File: config.mk
export PLATFORM = sky130hd
export DESIGN_NAME = button_encoder
export DESIGN_NICKNAME = d
export VERILOG_FILES = /design/src/rtl/button_pkg.sv /design/src/rtl/button_debouncer.sv /design/src/rtl/button_encoder.sv
export SDC_FILE = /design/constraint.sdc
export NUM_CORES = 1
export LEC_CHECK = 0
export BUFFER_PORTS_ARGS = -buffer_cell sky130_fd_sc_hd__buf_2
export CAP_MARGIN = 20
export CORE_ASPECT_RATIO = 1.5
export CORE_MARGIN = 2
export CORE_UTILIZATION = 46
export DETAILED_ROUTE_END_ITERATION = 6
export MAX_ROUTING_LAYER = met4
export PLACE_DENSITY = 0.62
export SYNTH_ARGS = -nofsm -noshare
export SYNTH_HDL_FRONTEND = slang
export SYNTH_SLANG_ARGS = --single-unit
File: constraint.sdc
create_clock -name Clk -period 7.2 [get_ports Clk]
set_input_delay 0.36 -clock Clk [delete_from_list [all_inputs] [get_ports Clk]]
set_output_delay 0.36 -clock Clk [all_outputs]
set_load 0.02 [all_outputs]
File: src/rtl/button_pkg.sv
// button_pkg: shared channel/button widths, Select encodings and encoder FSM states.
package button_pkg;

    localparam int NUM_CHANNELS = 3;
    localparam int BTN_W        = 3;

    localparam logic [1:0] SEL_NONE = 2'd0;
    localparam logic [1:0] SEL_P1   = 2'd1;
    localparam logic [1:0] SEL_P2   = 2'd2;
    localparam logic [1:0] SEL_P3   = 2'd3;

    typedef enum logic {
        ST_IDLE  = 1'b0,
        ST_OFFER = 1'b1
    } state_t;

    // First requesting channel (1-based) after i_last, wrapping 3 -> 1; SEL_NONE if none.
    function automatic logic [1:0] rr_pick(input logic [1:0] i_last, input logic [NUM_CHANNELS-1:0] i_req);
        logic [1:0] w_pick;
        int         c;
        w_pick = SEL_NONE;
        for (int i = NUM_CHANNELS; i >= 1; i--) begin
            c = (int'(i_last) + i - 1) % NUM_CHANNELS;
            if (i_req[c]) w_pick = 2'(c + 1);
        end
        return w_pick;
    endfunction

endpackage

File: src/rtl/button_debouncer.sv
// button_debouncer: 2-flop synchroniser plus whole-vector debounce for one channel.
// o_rise flags buttons that become pressed on the edge where the stable vector updates.
module button_debouncer
    import button_pkg::*;
#(
    parameter int DEBOUNCE_CYCLES = 16,
    parameter int CNT_W           = 16
) (
    input  logic             Clk,
    input  logic             Rst,
    input  logic [BTN_W-1:0] i_raw,
    output logic [BTN_W-1:0] o_stable,
    output logic [BTN_W-1:0] o_rise
);

    logic [BTN_W-1:0] r_sync1;
    logic [BTN_W-1:0] r_sync2;
    logic [BTN_W-1:0] r_stable;
    logic [CNT_W-1:0] r_cnt;
    logic             w_diff;
    logic             w_upd;

    assign w_diff   = r_sync2 != r_stable;
    assign w_upd    = w_diff && (r_cnt == CNT_W'(DEBOUNCE_CYCLES - 1));
    assign o_stable = r_stable;
    assign o_rise   = w_upd ? (r_sync2 & ~r_stable) : '0;

    always_ff @(posedge Clk or negedge Rst) begin
        if (!Rst) begin
            r_sync1  <= '0;
            r_sync2  <= '0;
            r_stable <= '0;
            r_cnt    <= '0;
        end else begin
            r_sync1 <= i_raw;
            r_sync2 <= r_sync1;
            if (!w_diff) begin
                r_cnt <= '0;
            end else if (w_upd) begin
                r_stable <= r_sync2;
                r_cnt    <= '0;
            end else begin
                r_cnt <= r_cnt + CNT_W'(1);
            end
        end
    end

endmodule

File: src/rtl/button_encoder.sv
// button_encoder: merges three debounced button channels into one Select + ButtonVector
// stream, serving pending presses round-robin over a Valid/Ready handshake.
module button_encoder
    import button_pkg::*;
#(
    parameter int DEBOUNCE_CYCLES = 16,
    parameter int CNT_W           = 16
) (
    input  logic             Clk,
    input  logic             Rst,
    input  logic [BTN_W-1:0] RawButtons1,
    input  logic [BTN_W-1:0] RawButtons2,
    input  logic [BTN_W-1:0] RawButtons3,
    input  logic             Ready,
    output logic             Valid,
    output logic [1:0]       Select,
    output logic [BTN_W-1:0] ButtonVector,
    output logic             Overflow
);

    logic [BTN_W-1:0]        w_raw [NUM_CHANNELS];
    logic [BTN_W-1:0]        w_rise [NUM_CHANNELS];
    logic [BTN_W-1:0]        w_stable_unused [NUM_CHANNELS];
    logic [BTN_W-1:0]        r_pending [NUM_CHANNELS];
    logic [NUM_CHANNELS-1:0] w_req;
    logic [NUM_CHANNELS-1:0] w_clr;
    logic [1:0]              w_pick;
    logic                    w_grant;
    logic [BTN_W-1:0]        w_pick_vec;
    logic                    w_ovf_next;

    state_t                  r_state, w_state_next;
    logic                    r_valid, w_valid_next;
    logic [1:0]              r_sel, w_sel_next;
    logic [BTN_W-1:0]        r_bv, w_bv_next;
    logic [1:0]              r_last, w_last_next;
    logic                    r_ovf;

    assign w_raw[0] = RawButtons1;
    assign w_raw[1] = RawButtons2;
    assign w_raw[2] = RawButtons3;

    for (genvar i = 0; i < NUM_CHANNELS; i++) begin : g_ch
        button_debouncer #(
            .DEBOUNCE_CYCLES(DEBOUNCE_CYCLES),
            .CNT_W          (CNT_W)
        ) u_deb (
            .Clk     (Clk),
            .Rst     (Rst),
            .i_raw   (w_raw[i]),
            .o_stable(w_stable_unused[i]),
            .o_rise  (w_rise[i])
        );
    end

    always_comb begin
        w_req      = '0;
        w_clr      = '0;
        w_pick_vec = '0;
        w_ovf_next = 1'b0;
        for (int c = 0; c < NUM_CHANNELS; c++) w_req[c] = |r_pending[c];
        w_pick  = rr_pick(r_last, w_req);
        w_grant = (r_state == ST_IDLE) && (w_pick != SEL_NONE);
        for (int c = 0; c < NUM_CHANNELS; c++) begin
            w_clr[c] = w_grant && (w_pick == 2'(c + 1));
            if (w_clr[c]) w_pick_vec = r_pending[c];
            // A rise landing on a set bit that is not being granted this edge is lost.
            if (!w_clr[c] && |(w_rise[c] & r_pending[c])) w_ovf_next = 1'b1;
        end
    end

    always_comb begin
        w_state_next = r_state;
        w_valid_next = r_valid;
        w_sel_next   = r_sel;
        w_bv_next    = r_bv;
        w_last_next  = r_last;
        if (w_grant) begin
            w_state_next = ST_OFFER;
            w_valid_next = 1'b1;
            w_sel_next   = w_pick;
            w_bv_next    = w_pick_vec;
            w_last_next  = w_pick;
        end else if (r_state == ST_OFFER && Ready) begin
            w_state_next = ST_IDLE;
            w_valid_next = 1'b0;
            w_sel_next   = SEL_NONE;
            w_bv_next    = '0;
        end
    end

    always_ff @(posedge Clk or negedge Rst) begin
        if (!Rst) begin
            r_state <= ST_IDLE;
            r_valid <= 1'b0;
            r_sel   <= SEL_NONE;
            r_bv    <= '0;
            r_last  <= SEL_P3;
            r_ovf   <= 1'b0;
            for (int c = 0; c < NUM_CHANNELS; c++) r_pending[c] <= '0;
        end else begin
            r_state <= w_state_next;
            r_valid <= w_valid_next;
            r_sel   <= w_sel_next;
            r_bv    <= w_bv_next;
            r_last  <= w_last_next;
            r_ovf   <= w_ovf_next;
            for (int c = 0; c < NUM_CHANNELS; c++)
                r_pending[c] <= (w_clr[c] ? '0 : r_pending[c]) | w_rise[c];
        end
    end

    assign Valid        = r_valid;
    assign Select       = r_sel;
    assign ButtonVector = r_bv;
    assign Overflow     = r_ovf;

endmodule

==> run summary <==
Rel. slew slack: 43.1%
Most common cell in the netlist: dfrtp_1
Worst R2R Start: r_last[0]$_DFFE_PN1P_
Crit path required time: 7420 ps
CORE AREA: 0.00920 mm²
Bufs on Longest Clock Path: 2
Async set-or-reset flop fraction in the synthesized netlist: 100%
First-pass GRT wire length: 13.4 mm
Die X: 83.2 µm
Syn_area_per_cell: 10.7 µm²
Initial Util: 47.1%
CTS clk-pin slew, worst paths: 60 ps
Number of diodes: 0
Final TNS setup: 0 ps
FF+latch count, synth: 93
Post-route ant nets: 0
Hold/Removal Path Class: input pin to flip-flop
Total gr overflow: 0
Final hold violation count: 0
Reg-to-reg slack, setup: 4440 ps
Synth top area share: 52.6%
FMAX: 362 MHz
Synth cell count leaders: 91 x dfrtp_1, 57 x nor2_1, 29 x nand3_1, 24 x xor2_1, 21 x and3_1
Layout area overhead: 12.2%
Root Driver: clkbuf_16
# rows: 43
Cells on worst reg2reg path: 8
Final HPWL DP: 5.38 mm
Residual DRC count: 0
Setup crit end kind: flip-flop
RSZ-0062 raised after global routing: no
CP delay by family, top: compound AO/OA/AOI/OAI gates
Htree depth: 3
Pleak: 0.00231 µW
Clk_skew: 3.13 ps
Port Buffers: 18
Final Cycle Share: 38.4%
Max Cap Viol: 0
Total power: 1950 µW
I/O pins: 19
CP max FO: 13
Hold Crit Depth: 1
Die Y: 123 µm
Total CTS buffers: 9
R2R Path End: r_pending[6]$_DFF_PN0_
Vias: 2957
Worst path max stage delay: 570 ps
Hold Startpoint: RawButtons3[2]
Die area: 0.0102 mm²
Top cells by area, synth: dfrtp_1 53%, nor2_1 4.9%, xor2_1 4.9%
Vias/cell: 5.44
Mapped Area: 0.00433 mm²
Worst-Skew Late Latency: 330 ps
Vias in the first global route: 2901
Gpl congestion: 0.832
Antenna violations before repair: 0
Routed WL per cell: 13.9 µm
Mapped Cells: 406
Total GRT Usage: 16.7%
Status: complete, no violations
Synth Net Count: 433
Worst vdd ir: 0.000327 V
Yosys top cell by area: dfrtp_1
Util after Layout: 52.8%
Dominant synthesized flop cell: dfrtp_1
CTS tree: yes
Post-CTS setup buffers: 0
Post-CTS Resized: 0
Fin nets: 454
Fin. max-slew vios: 0
Tmin final: 2760 ps
CP Cell Sequence: inv_1, ha_1, or2_2, a21oi_1, o32ai_4, nand2b_1, nand2b_1, a22o_1
Final cell count without fillers: 544
Pin count of the biggest net entering global routing: 71
CP Data Arrival Time: 2980 ps
Layout cell share with drive strength beyond 1: 10.4%
Clock sink total: 93
Hold path endpoint: g_ch[2].u_deb.r_sync1[2]$_DFF_PN0_
Sequential element share of the synthesized area: 53.8%
Slew @ Worst Pin: 853 ps
Initial DRC count: 155
Number of synthesized flops with an enable pin: 0
DRT Pass-1 Iters: 4
WP depth: 8
Crit path kind: flip-flop to flip-flop
Synth warn: 0
Cell mode on critical path: nand2b_1
Post-Route WL: 7.58 mm
Cts-stage hold buffer count: 1
Cell variety after synth: 44
Cell total after placement: 526
WP buf/inv: 1
Crit path launch type: flip-flop
Setup Viol. Count Final: 0
Pwr Density: 401 mW/mm²
Crit-path slowest cell: o32ai_4
## routing by layer
layer	GRT usage (%)	up-vias	part of all wire [%]
met5	-	-	0
met4	5.43	0	1.4
met1	19.7	1462	45
li1	-	1451	-
met2	27.9	35	51
met3	4.44	9	2.5
## state kept, by name (all words and copies together), names as in the netlist, 2 cells and up
signal / flops
ButtonVector: 3
Select: 2
g_ch.u_deb.o_stable: 9
g_ch.u_deb.r_cnt: 48
g_ch.u_deb.r_sync1: 9
g_ch.u_deb.r_sync2: 9
r_last: 2
r_pending: 9
## logic make-up after synthesis
logic type,synth area share (%)
AOI/OAI and AO/OA,7.66
xor gates and xnor gates,8.50
adders and majority gates,4.34
buffers and inverters,2.86
DFF,53.8
muxes,2.86
and+or+nand+nor,20.0
## cells in the final DEF (no fill, tap or decap), types with 17 or more instances in the layout
master and count:
xor2_1 24, buf_2 17, xnor2_1 18, nor2_1 57, dfrtp_1 91, inv_1 18, and3_1 21, nand2_1 18
nand3_1 29
## cell type report
class,count,area (µm²)
Tap cell,112,140
Clock inverter,4,70.1
Fill cell,800,4340
Clock buffer,12,256
Multi-Input combinational cell,284,1880
Inverter,18,67.6
Timing Repair Buffer,21,118
Sequential cell,93,2330
## stage by stage
stage	setup slack (ps)	instance area, µm²	hold slack [ps]
floorplan	4700	4330	64.4
global placement	4500	4510	273
detailed placement	4450	4510	274
CTS	4420	4850	115
global route	4220	4860	110
finish	4440	4860	132
## where the power goes
group	switching [µW]	internal, µW	total (µW)
clock network	187	322	509
registers	93.7	641	735
logic	405	299	704
## worst register-to-register path, stage by stage (launching register included)
cell and delay (ps):
dfstp_2 550, inv_1 50, ha_1 450, or2_2 180
a21oi_1 90, o32ai_4 570, nand2b_1 270, nand2b_1 280
a22o_1 210
## worst max-delay path by stage
stage / start / endpoint / slack (ps)
global placement: r_last[0]$_DFFE_PN1P_ / Overflow$_DFF_PN0_ / 4500
floorplan: r_last[0]$_DFFE_PN1P_ / Overflow$_DFF_PN0_ / 4700
global route: r_last[0]$_DFFE_PN1P_ / Overflow$_DFF_PN0_ / 4220
finish: r_last[0]$_DFFE_PN1P_ / r_pending[6]$_DFF_PN0_ / 4440
detailed placement: r_last[0]$_DFFE_PN1P_ / r_pending[7]$_DFF_PN0_ / 4450
CTS: r_last[0]$_DFFE_PN1P_ / r_pending[6]$_DFF_PN0_ / 4420
Power figures use the tool's default switching activity.
